$ cat src/rtl/memory_access_pkg.sv
// Shared types for the memory-access pipeline stage: memory opcodes,
// access sizes and the stage status record passed between stages.
package memory_access_pkg;

  typedef enum logic [1:0] {
    MEM_NONE  = 2'd0,
    MEM_LOAD  = 2'd1,
    MEM_STORE = 2'd2
  } mem_op_t;

  typedef enum logic [1:0] {
    SIZE_B = 2'd0,
    SIZE_H = 2'd1,
    SIZE_W = 2'd2
  } mem_size_t;

  typedef struct packed {
    mem_op_t    mem_op;
    mem_size_t  mem_size;
    logic       mem_sign;
    logic [1:0] reg_rd_src;
  } instr_t;

  typedef struct packed {
    logic        valid;
    logic [31:0] address;
    logic [31:0] data;
  } data_t;

  typedef struct packed {
    logic        valid;
    logic        ready;
    logic [31:0] pc;
    instr_t      instruction;
    data_t       data;
    logic [31:0] reg_rd1;
    logic [31:0] reg_rd2;
  } stage_status_t;

endpackage

$ cat src/rtl/memory_access_if.sv
// Data-memory request/response bus between the memory-access stage
// (master) and the data memory (slave).
interface memory_access_if;
  logic        req;
  logic        we;
  logic [31:0] addr;
  logic [31:0] wdata;
  logic [3:0]  be;
  logic        gnt;
  logic        rvalid;
  logic [31:0] rdata;

  modport master (output req, we, addr, wdata, be, input gnt, rvalid, rdata);
  modport slave  (input req, we, addr, wdata, be, output gnt, rvalid, rdata);
endinterface

$ cat src/rtl/memory_access.sv
// Memory-access pipeline stage: issues aligned loads/stores on the data bus,
// extracts/extends load data and passes non-memory results straight through.
module memory_access
  import memory_access_pkg::*;
(
  input  logic                   clk,
  input  logic                   rst_n,
  input  stage_status_t          stage_in,
  output stage_status_t          stage_out,
  output logic                   misaligned,
  memory_access_if.master        dmem
);

  typedef enum logic [1:0] {IDLE, REQ, RESP, DONE} state_t;

  state_t      state_q, state_d;
  logic [31:0] result_q, result_d;
  logic        misaligned_q, misaligned_d;
  logic        req_s;
  logic        is_mem_s;
  logic        is_load_s;
  logic        is_store_s;
  logic        mis_s;
  logic [1:0]  off_s;
  logic        unused_ready;

  function automatic logic [3:0] f_be(input mem_size_t size, input logic [1:0] off);
    case (size)
      SIZE_B:  f_be = 4'b0001 << off;
      SIZE_H:  f_be = off[1] ? 4'b1100 : 4'b0011;
      default: f_be = 4'b1111;
    endcase
  endfunction

  function automatic logic [31:0] f_wdata(input mem_size_t size, input logic [31:0] d);
    case (size)
      SIZE_B:  f_wdata = {4{d[7:0]}};
      SIZE_H:  f_wdata = {2{d[15:0]}};
      default: f_wdata = d;
    endcase
  endfunction

  function automatic logic [31:0] f_load(input mem_size_t size, input logic sign,
                                         input logic [1:0] off, input logic [31:0] rdata);
    logic [31:0] sh;
    sh = rdata >> {off, 3'b000};
    case (size)
      SIZE_B:  f_load = {{24{sign & sh[7]}}, sh[7:0]};
      SIZE_H:  f_load = {{16{sign & sh[15]}}, sh[15:0]};
      default: f_load = sh;
    endcase
  endfunction

  function automatic logic f_misaligned(input mem_size_t size, input logic [1:0] off);
    case (size)
      SIZE_H:  f_misaligned = off[0];
      SIZE_W:  f_misaligned = (off != 2'b00);
      default: f_misaligned = 1'b0;
    endcase
  endfunction

  assign unused_ready = stage_in.ready;
  assign off_s      = stage_in.data.data[1:0];
  assign is_load_s  = (stage_in.instruction.mem_op == MEM_LOAD);
  assign is_store_s = (stage_in.instruction.mem_op == MEM_STORE);
  assign is_mem_s   = stage_in.valid & (is_load_s | is_store_s);
  assign mis_s      = f_misaligned(stage_in.instruction.mem_size, off_s);

  // Lanes come straight from stage_in, which upstream holds while ready is low.
  assign dmem.req   = req_s & rst_n;
  assign dmem.we    = is_store_s;
  assign dmem.addr  = {stage_in.data.data[31:2], 2'b00};
  assign dmem.be    = f_be(stage_in.instruction.mem_size, off_s);
  assign dmem.wdata = f_wdata(stage_in.instruction.mem_size, stage_in.reg_rd2);
  assign misaligned = misaligned_q;

  // Next-state, bus request and stage output decode.
  always_comb begin
    state_d      = state_q;
    result_d     = result_q;
    misaligned_d = misaligned_q;
    req_s        = 1'b0;
    stage_out    = stage_in;
    stage_out.valid = 1'b0;
    stage_out.ready = 1'b0;
    stage_out.data.address = stage_in.valid ? stage_in.data.address : 32'd0;
    if (is_load_s) begin
      stage_out.data.data  = result_q;
      stage_out.data.valid = 1'b0;
    end else if (is_store_s) begin
      stage_out.data.valid = 1'b0;
    end else begin
      stage_out.data.valid = stage_in.data.valid;
    end

    case (state_q)
      IDLE: begin
        if (is_mem_s) begin
          if (mis_s) begin
            misaligned_d = 1'b1;
            state_d      = DONE;
          end else begin
            req_s = 1'b1;
            if (dmem.gnt) begin
              state_d = is_store_s ? DONE : RESP;
            end else begin
              state_d = REQ;
            end
          end
        end else begin
          stage_out.valid = stage_in.valid;
          stage_out.ready = 1'b1;
        end
      end
      REQ: begin
        // Held regardless of stage_in.valid: there is no way to retract a request.
        req_s = 1'b1;
        if (dmem.gnt) begin
          state_d = is_store_s ? DONE : RESP;
        end else begin
          state_d = REQ;
        end
      end
      RESP: begin
        if (dmem.rvalid) begin
          result_d = f_load(stage_in.instruction.mem_size, stage_in.instruction.mem_sign,
                            off_s, dmem.rdata);
          state_d  = DONE;
        end else begin
          state_d = RESP;
        end
      end
      DONE: begin
        stage_out.valid      = 1'b1;
        stage_out.ready      = 1'b1;
        stage_out.data.valid = is_load_s & ~misaligned_q;
        misaligned_d         = 1'b0;
        state_d              = IDLE;
      end
      default: begin
        state_d = IDLE;
      end
    endcase
  end

  // State, load result and misaligned flag registers.
  always_ff @(posedge clk or negedge rst_n) begin
    if (!rst_n) begin
      state_q      <= IDLE;
      result_q     <= 32'd0;
      misaligned_q <= 1'b0;
    end else begin
      state_q      <= state_d;
      result_q     <= result_d;
      misaligned_q <= misaligned_d;
    end
  end

endmodule

$ cat src/flat_wrapper.sv
// flat-port wrapper written by rule: the top's interface ports become plain ports
module memory_access_flat import memory_access_pkg::*;
  (clk, rst_n, stage_in, stage_out, misaligned, dmem_req, dmem_we, dmem_addr, dmem_wdata, dmem_be, dmem_gnt, dmem_rvalid, dmem_rdata);
  memory_access_if dmem_i ();
  input  logic clk;
  input  logic rst_n;
  input  stage_status_t stage_in;
  output stage_status_t stage_out;
  output logic misaligned;
  output wire logic [$bits(dmem_i.req)-1:0] dmem_req;
  output wire logic [$bits(dmem_i.we)-1:0] dmem_we;
  output wire logic [$bits(dmem_i.addr)-1:0] dmem_addr;
  output wire logic [$bits(dmem_i.wdata)-1:0] dmem_wdata;
  output wire logic [$bits(dmem_i.be)-1:0] dmem_be;
  input wire logic [$bits(dmem_i.gnt)-1:0] dmem_gnt;
  input wire logic [$bits(dmem_i.rvalid)-1:0] dmem_rvalid;
  input wire logic [$bits(dmem_i.rdata)-1:0] dmem_rdata;
  assign dmem_req = dmem_i.req;
  assign dmem_we = dmem_i.we;
  assign dmem_addr = dmem_i.addr;
  assign dmem_wdata = dmem_i.wdata;
  assign dmem_be = dmem_i.be;
  assign dmem_i.gnt = dmem_gnt;
  assign dmem_i.rvalid = dmem_rvalid;
  assign dmem_i.rdata = dmem_rdata;
  memory_access u_core (.clk(clk), .rst_n(rst_n), .stage_in(stage_in), .stage_out(stage_out), .misaligned(misaligned), .dmem(dmem_i));
endmodule
$ cat config.mk
export PLATFORM = sky130hd
export DESIGN_NAME = memory_access_flat
export DESIGN_NICKNAME = d
export VERILOG_FILES = /design/src/rtl/memory_access_pkg.sv /design/src/rtl/memory_access_if.sv /design/src/rtl/memory_access.sv /design/src/flat_wrapper.sv
export SDC_FILE = /design/constraint.sdc
export NUM_CORES = 1
export LEC_CHECK = 0
export ABC_CLOCK_PERIOD_IN_PS = 1700
export CORE_AREA = 2 2 174 176
export DETAILED_ROUTE_END_ITERATION = 8
export DIE_AREA = 0 0 176 178
export GPL_ROUTABILITY_DRIVEN = 0
export PLACE_DENSITY = 0.46
export SLEW_MARGIN = 20
export SYNTH_ARGS = -nofsm -noshare
export SYNTH_HDL_FRONTEND = slang
export SYNTH_SLANG_ARGS = --single-unit
export TNS_END_PERCENT = 10
$ cat constraint.sdc
create_clock -name clk -period 1.7 [get_ports clk]
set_input_delay 0.255 -clock clk [delete_from_list [all_inputs] [get_ports clk]]
set_output_delay 0.255 -clock clk [all_outputs]
set_load 0.03 [all_outputs]
== Word level (Yosys, flattened, before mapping) ==
Cells that the tools add are included.
Storage, ports and cells
  logic and storage cells: 51
  register bits: 35
  output and inout bits: 241
Operators by class
  shift operators: 2
  equality and inequality tests: 9
  muxes and demuxes: 24
  reduce and logical (&&, ||, !) cells: 6
  bitwise gates (word level): 7
Operators by type and width (number)
  32-bit one-hot mux with 2 select lines: 2
  32-bit two-way mux: 2
  32-bit by 5-bit >> shifter with 32-bit output: 1
  1-bit two-way mux: 9
  2-bit equality test (second input constant): 4
  2-bit two-way mux: 4
  2-bit one-hot mux with 4 select lines: 1
  4-bit one-hot mux with 2 select lines: 1
  2-bit by 1-bit equality test with 1-bit output (second input constant): 3
  1-bit one-hot mux with 2 select lines: 3
  1-bit AND: 5
  2-bit logical NOT: 2
  4-bit two-way mux: 1
  2-bit by 1-bit inequality test with 1-bit output (second input constant): 2
  2-bit one-hot mux with 2 select lines: 1
  2-bit nonzero test: 2
  1-bit by 2-bit << shifter with 4-bit output (first input constant): 1
  3-bit AND reduction: 1
  2-bit AND reduction: 1
  1-bit inverter: 1
  1-bit OR: 1

== Longest topological paths before layout ==
  word-level depth: 6
  mapped depth: 8
  depth with buffers taken out: 6

== Worst setup path after synthesis ==
OpenSTA, ideal clock, no wires.
  kind: input-to-output
  from: in stage_in[133] (netlist name)
  to: out dmem_wdata[16]
  arrival time: 1.861 ns
  setup slack: -0.416 ns
  path buffers: 2
  stages on the path: 6
  data required time: 1.445 ns
  cell sequence: clkinv_1 ha_1 clkbuf_1 nor2_1 clkbuf_1 o21ai_0
Between the ends
  word-level cells in the longest chain between the ends: 2
  elaborated cells between the ends (all ways): 3
  those cells by class: 1 x eq/ne; 1 x mux; 1 x reduce/logical
RTL lines
  start: declaration: RTL line flat_wrapper.sv:7  | input stage_status_t stage_in;
  2-bit by 1-bit equality test with 1-bit output or 2-bit logical NOT (tied branches): RTL line memory_access.sv:36  | case (size)
  32-bit one-hot mux with 2 select lines *: RTL line memory_access.sv:36
  end: declaration: RTL line flat_wrapper.sv:13  | output wire logic [$bits(dmem_i.wdata)-1:0] dmem_wdata;
Mark *: on every way between the ends. The rest lies on a longest branch, timed or not.

==> flow_summary_export.csv <==
group,metric,value,unit
route,routed_wl,20.2,mm
synth,synth_top_flop_cell,"dfrtp_1",
synth,synth.ff_latch_count,35,
timing,slew_violations,0,
timing,setup_viol,3,
timing,min_period_over_period,102,%
synth,ys_warn_count,0,
route,post_drt_via_cell_ratio,3.83,
clock_network,ctsLongestPathBuffers,2,
synth,synthCells,510,
setup_path,end_kind,"output pin",
clock_network,root_buffer,"clkbuf_16",
power_and_ir_drop,p_sw_share,41.7,%
clock_network,cts_num_sinks,35,
setup_path,critPathTopFamily,"flip-flops",
synth,synth_area,0.00418,mm²
floorplan,die_area,0.0313,mm²
synth,yosys.cell_types.count,41,
route,wl_met2,10.3,mm
timing,fin_hold_ws,0.0982,ns
route,wl_met3,1.26,mm
synth,yosys-top-cells-area,"buf_4 (26%), dfrtp_1 (21%), mux2_2 (10%)",
setup_path,path_buf_inv,2,
setup_path,worst_setup_path_start_kind,"register",
job,maxCapViolCount,0,
synth,yosys.cell_count.top_type,"buf_4",
clock_network,cts_hold_buf,0,
power_and_ir_drop,p_leak,3.64,nW
clock_network,cts_made_buffers,5,
clock_network,cts_tree,"yes",
synth,synth_common_cells,"buf_4 (146), nand2_1 (54), mux2_2 (38)",
synth,synth_top_cell_by_area,"buf_4",
global_route,antenna_found_initial,0,
global_route,grt-ovfl-total,0,
timing,rsz0062_at_grt,"yes",
setup_path,required,1.44,ns
clock_network,clkTransAtPathRegs,0.06,ns
timing,skew,0.00507,ns
setup_path,crit_fanout,3,
cells_and_area,final_layout_size_suffix_gt1_share,49.2,%
outcome,status,"finished with violations",
route,vias,4378,
setup_path,cp_cell_sequence,"buf_6, ha_4, nor4b_4, a31o_2, buf_6",
synth,synth_top_cell_area_share,26.2,%
clock_network,h-tree-depth,2,
power_and_ir_drop,powerDensity,828,mW/mm²
outcome,violations,"negative setup slack",
setup_path,crit_type,"reg2out",
timing,slew_headroom,64.4,%
floorplan,row_count,63,
clock_network,insertion_delay,0.28,ns
cells_and_area,final_cells,1144,
global_route,grt_start_max_net_pins,36,
floorplan,fp.coreArea,0.0294,mm²
synth,synth_edf_count,0,
setup_path,critPathSlowestCell,"dfrtp_1",
timing,max_freq,575,MHz
route,drt-met1-wl,8.07,mm
cells_and_area,syn_to_final_growth,90.0,%
placed_design,portBuffers,311,
timing,worstMarginPinSlew,0.534,ns
min_path,min_path_type,"in2async",
route,first_iter_violations,116,
timing,tns,-0.0853,ns
power_and_ir_drop,ir_drop,0.000465,V
global_route,grt_use_total,12.3,%
cells_and_area,fillers,3145,
route,wl_per_cell,17.7,µm
placed_design,dp_hpwl,16.1,mm
setup_path,arrival,1.48,ns
synth,ys_seq_area_share,20.9,%
power_and_ir_drop,p_int,3.84,mW
route,drt_first_pass_iters,4,
synth,synthArstFlopShare,100,%
timing,hold_viol_final,0,
placed_design,dpl.cell_count,1120,
route,dr.max_layer_used,"met4",
power_and_ir_drop,comb_power_share,60.1,%
global_route,grt_pass1_wl,28.5,mm
global_route,grt_pass1_vias,4494,
timing,setup_slack,-0.0387,ns
power_and_ir_drop,pwr-share-clk,16.5,%
power_and_ir_drop,pwr-share-seq,23.4,%
cells_and_area,n_antenna_cell,0,
cells_and_area,layout.nets,968,
floorplan,die_w,176,µm
route,drc,0,
floorplan,ioPinCount,447,
floorplan,initial_core_util,14.2,%
setup_path,cpMostUsedCell,"buf_6",
route,ant_nets,0,
synth,synth_area_per_cell,8.20,µm²
timing,fin_crit,1.74,ns
floorplan,die_h,178,µm
setup_path,max_stage_delay,0.40,ns
power_and_ir_drop,netSwitchingPower,2.75,mW
-- cells by family after synthesis --
family          synth area share (%)
mux                             14.9
buf+inv                         30.0
fa+ha+maj                       2.69
simple gates                    15.6
flops                           20.9
compound gates                  15.9
other cells                   0.0897
-- metal layers --
layer  GRT usage (%)  vias up
met2            22.7      228
met3            2.32       35
met5               0        -
met1            14.0     2034
met4            4.27        0
li1                -     2081
-- through the flow --
stage	utilization [%]	area (µm²)	power, mW	setup WS [ns]
6_report	27.0	7950	6.58	-0.0387
5_1_grt	27.0	7950	7.02	-0.105
3_3_place_gp	24.4	7180	5.24	-0.734
2_1_floorplan	-	4290	3.80	-0.00637
4_1_cts	26.6	7820	6.65	-0.0731
3_5_place_dp	24.4	7180	5.25	-0.750
-- final cells by class --
cell class,count,area (µm²),area share [%]
timing repair buffer,408,4000,50.3
multi-input combinational,294,2370,29.9
sequential,35,876,11.0
tap,390,488,6.14
clock buffer,5,125,1.57
clock inverter,3,43.8,0.551
inverter,9,43.8,0.551
-- cells in the final DEF (no fill, tap or decap), drive strengths merged, types with 5 or more instances in the layout --
| cell type | instances |
|---|---|
| and3 | 8 |
| a21oi | 18 |
| clkdlybuf4s50 | 143 |
| mux2i | 19 |
| and2 | 34 |
| mux2 | 38 |
| a221o | 8 |
| a22oi | 9 |
| nor3 | 5 |
| ha | 9 |
| inv | 9 |
| a211o | 8 |
| o21ai | 23 |
| clkdlybuf4s15 | 7 |
| a22o | 8 |
| buf | 255 |
| clkbuf | 5 |
| o2bb2ai | 8 |
| nand2 | 54 |
| nand2b | 5 |
| nor2 | 24 |
| dfrtp | 35 |
-- path summary, 6_finish.rpt --
check	startpoint	to	slack [ns]	cells past startpoint
hold reg to reg	u_core.result_q[0]$_DFFE_PN0P_	u_core.result_q[0]$_DFFE_PN0P_	0.48	2
setup reg to reg	u_core.state_q[0]$_DFFE_PN0N_	u_core.result_q[25]$_DFFE_PN0P_	0.05	5
min in group clk	u_core.result_q[0]$_DFFE_PN0P_	u_core.result_q[0]$_DFFE_PN0P_	0.48	2
setup / recovery	u_core.state_q[0]$_DFFE_PN0N_	stage_out[128]	-0.04	5
max in group asynchronous	rst_n	u_core.result_q[20]$_DFFE_PN0P_	1.23	2
hold / removal	rst_n	u_core.result_q[27]$_DFFE_PN0P_	0.1	2
-- sequential cells by signal, summed over array words and instances, names as in the netlist --
signal	count
u_core.result_q	32
u_core.misaligned	1
u_core.state_q	2
-- timing repair --
action                                  CTS  global route
pin swaps                                 5            12
resized for setup                       224            30
setup buffers                             9             1
cloned                                    6             0
endpoints found under the setup margin   92            48
-- power by group through the flow --
stage                     clock, mW  combinational [mW]  sequential, mW
after floorplan                   0                2.41            1.39
after global placement            0                3.67            1.57
after detailed placement          0                3.69            1.56
after CTS                      1.13                3.95            1.57
after global routing           1.16                4.25            1.60
final                          1.09                3.96            1.54
Note: power is estimated with default switching activity, not from simulation.
==> RTL change 1, RTL diff (config.mk and constraints unchanged) <==
Encoding of `state_t`: now one-hot (4 bits for 4 states).
--- a/src/rtl/memory_access.sv
+++ b/src/rtl/memory_access.sv
@@ -11,7 +11,7 @@
   memory_access_if.master        dmem
 );
 
-  typedef enum logic [1:0] {IDLE, REQ, RESP, DONE} state_t;
+  typedef enum logic [3:0] {IDLE = 4'b0001, REQ = 4'b0010, RESP = 4'b0100, DONE = 4'b1000} state_t;
 
   state_t      state_q, state_d;
   logic [31:0] result_q, result_d;
Behaviour: no difference found for any inputs over 4 cycles, from zero or initial values and one cycle with rst_n low; so few cycles prove little.
==> RTL change 1 against the original RTL <==
The flow still finishes with violations (setup timing). Sequential share of layout area grew 0.57 points. Total power is 27% lower. Sequential cell count rose by 2. Synthesized area grew 1.4%. Clock power decreased by 13%. Final area is 0.91% higher. Worst setup slack worse by 94 ps. Wire length grew 2.2%. First-iteration DRC count rose by 1.7%. Largest cell class unchanged. Largest power group unchanged. Highest routed layer is now met5.
==> RTL change 1: results (changes against the original RTL) <==
synth_fa_ha_area_frac: 0.01474  # -0.01218
violations: "setup timing"
ir_drop_mv: 0.4398  # -5.4%
drive_gt1_frac: 0.4824  # -0.009598
sequentialPowerShare: 0.251  # +0.017
grt_pass1_wl_um: 29280  # +2.8%
setup_slack_ps: -132.9  # -94.16 ps
finalClockSkew_ps: 3.590  # -1.481 ps
crit_fanout: 5  # +2
status: "complete, but fails checks"
route.met3.wl_um: 1545  # +23%
first_iter_violations: 118  # +1.7%
highest_layer: "met5"
power_density_nw_per_um2: 602.8  # -27%
grt_max_degree: 38  # +5.6%
comb_power_share: 0.553  # -0.048
dp_hpwl_um: 16480  # +2.6%
wl_met1_um: 8143  # +0.88%
nets: 979  # +1.1%
finalSetupViolCount: 15  # +12
cpMaxStageDelayCell: "dfstp_2"
ys_types: 45  # +9.8%
synthMuxAreaShare: 0.1427  # -0.005938
first_global_vias: 4516  # +0.49%
synth_compound_area_frac: 0.1377  # -0.02112
ys_seq_area_frac: 0.2185  # +0.009127
layout.cells.non_filler: 1159  # +1.3%
leakagePower_uw: 0.003668  # +0.64%
wire_per_inst_um: 17.81  # +0.86%
postSynthCellCount: 524  # +2.7%
dr_wl_met2_um: 10200  # -0.93%
power.internal_uw: 2971  # -23%
max-slew-margin-rel: 0.6626  # +0.01847
via_per_inst: 3.855  # +0.73%
grt_util_met3: 0.02856  # +0.005328
antenna_found_initial: 2  # +2
use_met2: 0.2201  # -0.007054
grtUsageMet1: 0.1484  # +0.008130
synth_area_leaders: "buf_4, dfrtp_1, mux2_2"
cp_top_family: "flip-flops"
dpl.cell_count: 1138  # +1.6%
RTL change 1: worst paths after layout:
kind                                        to          startpoint  slack, ps  cells after the start
setup / recovery                stage_out[169]   u_core.state_q[0]       -130                      4
hold / removal              u_core.result_q[7]               rst_n        120                      2
setup reg to reg           u_core.result_q[26]   u_core.state_q[0]        -50                      7
hold reg to reg             u_core.result_q[0]  u_core.result_q[0]        490                      2
max in group asynchronous    u_core.state_q[2]               rst_n       1200                      2
min in group clk           u_core.result_q[31]      dmem_rdata[31]        360                      2
RTL change 1: logic make-up after synthesis:
| kind of cell | Yosys count |
|---|---|
| simple gates | 164 |
| flops | 37 |
| buf+inv | 178 |
| fa+ha+maj | 5 |
| other cells | 1 |
| mux | 54 |
| compound gates | 85 |
RTL change 1: timing repair:
action / 4_1_cts / 5_1_grt
endpoints found under the hold margin: 0 / 0
buffers inserted: 8 / 2
gates cloned: 3 / 0
resized for setup: 261 / 34
hold buffers: 0 / 0
pin swaps: 5 / 7
endpoints found under the setup margin: 117 / 79
RTL change 1: worst register-to-register path, cell delays in order (launching register included):
cell     delay, ps
dfstp_2        400
buf_4          140
nor4b_4        380
buf_4          190
nand3_4         80
o22ai_4        200
buf_12         170
a221o_1        130
RTL change 1: area by class of cell:
cell class,count,area share
flip-flops and latches,37,0.1159
clock inverters,2,0.001716
inverters,6,0.003744
repair buffers,408,0.5018
multi-input cells,310,0.2987
well taps,390,0.06083
clock buffers,6,0.01731
RTL change 1: through the flow:
stage	hold WS (ps)	area (µm²)	setup slack [ps]
floorplan	-40.59	4334	-66.83
global placement	467.9	7420	-710.8
detailed placement	472.6	7420	-718.9
CTS	176.0	7863	-115.7
global route	177.3	8021	-221.8
finish	122.2	8021	-132.9
==> RTL change 2, RTL diff (same flow settings) <==
Made on the original files. `result_q` no longer has a reset.
--- a/src/rtl/memory_access.sv
+++ b/src/rtl/memory_access.sv
@@ -147,14 +147,16 @@
   always_ff @(posedge clk or negedge rst_n) begin
     if (!rst_n) begin
       state_q      <= IDLE;
-      result_q     <= 32'd0;
       misaligned_q <= 1'b0;
     end else begin
       state_q      <= state_d;
-      result_q     <= result_d;
       misaligned_q <= misaligned_d;
     end
   end
 
+  always_ff @(posedge clk) begin
+    result_q <= result_d;
+  end
+
 endmodule
 
Behaviour: differs if rst_n is asserted again (counterexample within 4 cycles, from zero or initial values and one cycle with rst_n low); with rst_n held inactive, the same outputs for 4 cycles.
==> RTL change 2 against the original RTL <==
The flow still finishes with violations (setup timing). Count of clock-buffer cells in the layout rose by 1. First-iteration DRC count rose by 17%. Worst setup slack got worse by 92 ps. Non-clock buffer count fell by 19. Final area fell by 4.4%. Sequential cell count did not move. Combinational power fell by 20%. Synthesized area fell by 1.7%. Synthesized cell count fell by 7.3%. Critical path depth fell by 1. Final cell count fell by 4.5%. Total power fell by 19%. Wire length fell by 9.3%. Critical endpoint unchanged. Largest power group unchanged. Highest routed layer unchanged.
==> RTL change 2: results (changes against the original RTL) <==
synth_compound_area_frac: 0.1242  # -0.03464
grt_max_degree: 33  # -8.3%
synth-edff-count: 32  # +32
grt_pass1_wl_um: 25810  # -9.4%
leakagePower_uw: 0.003238  # -11%
status: "complete, but fails checks"
cpMaxStageDelayCell: "or4b_4"
setup_slack_ps: -130.8  # -92.08 ps
sequentialPowerShare: 0.239  # +0.005
synth_area_leaders: "buf_4, edfxtp_1, mux2_2"
cp.arrival_ps: 1580  # +100 ps
finalSetupViolCount: 9  # +6
wire_per_inst_um: 16.76  # -5.1%
first_global_vias: 4118  # -8.4%
power_density_nw_per_um2: 703.8  # -15%
drive_gt1_frac: 0.4609  # -0.03116
ys_seq_area_frac: 0.2521  # +0.04266
cp_top_family: "simple AND/OR/NAND/NOR gates"
via_per_inst: 3.684  # -3.7%
track_usage: 0.1107  # -0.01186
synth_fa_ha_area_frac: 0.02740  # +0.0004753
finalClockSkew_ps: 8.064  # +2.993 ps
synthFlopType: "edfxtp_1"
rr_worst_depth: 7  # +2
nets: 917  # -5.3%
placed_cell_area_um2: 7067  # -1.6%
reg2reg_slack_ps: 150  # +100 ps
dp_hpwl_um: 14560  # -9.4%
dpl_worst_slack_ps: -707.8  # +41.88 ps
synth_common_cells: "buf_4, nand2_1, and2_1"
rr_endpoint: "u_core.state_q[1]"
first_iter_violations: 136  # +17%
crit_fanout: 2  # -1
violations: "setup timing"
cts_root_buffer: "clkbuf_16"
fillerInstances: 3176  # +0.99%
dpl.cell_count: 1074  # -4.1%
ir_drop_mv: 0.3039  # -35%
avgSynthCellArea_um2: 8.690  # +6.0%
==> RTL change 2: changes by cell type in the layout (fill, tap and decap cells not counted), moves of 13 or more <==
cell / unedited run / this run
buf_2: 23 / 10
buf_4: 162 / 149
buf_6: 37 / 24
dfrtp_1: 35 / 3
edfxtp_1: 0 / 32
==> RTL change 2: routing by layer <==
metal,GRT usage,wire length [µm]
met1,0.1254,6955
met2,0.2055,9623
met3,0.03069,1478
met4,0.02583,261
met5,0,0
==> RTL change 2: cell type report <==
class                   count  area [µm²]  area share
clock buffers               6       128.9     0.01696
clock inverters             2       12.51    0.001646
inverters                  10       50.05    0.006585
multi-input cells         261        1997      0.2628
flip-flops and latches     35        1036      0.1363
well taps                 390       488.0     0.06421
repair buffers            389        3887      0.5115
==> RTL change 2: per-stage QoR <==
stage	TNS, ps	hold slack (ps)
floorplan	-802.8	-40.59
global placement	-50110	510.2
detailed placement	-50860	510.2
CTS	-1639	306.8
global route	-1742	317.1
finish	-256.1	312.4
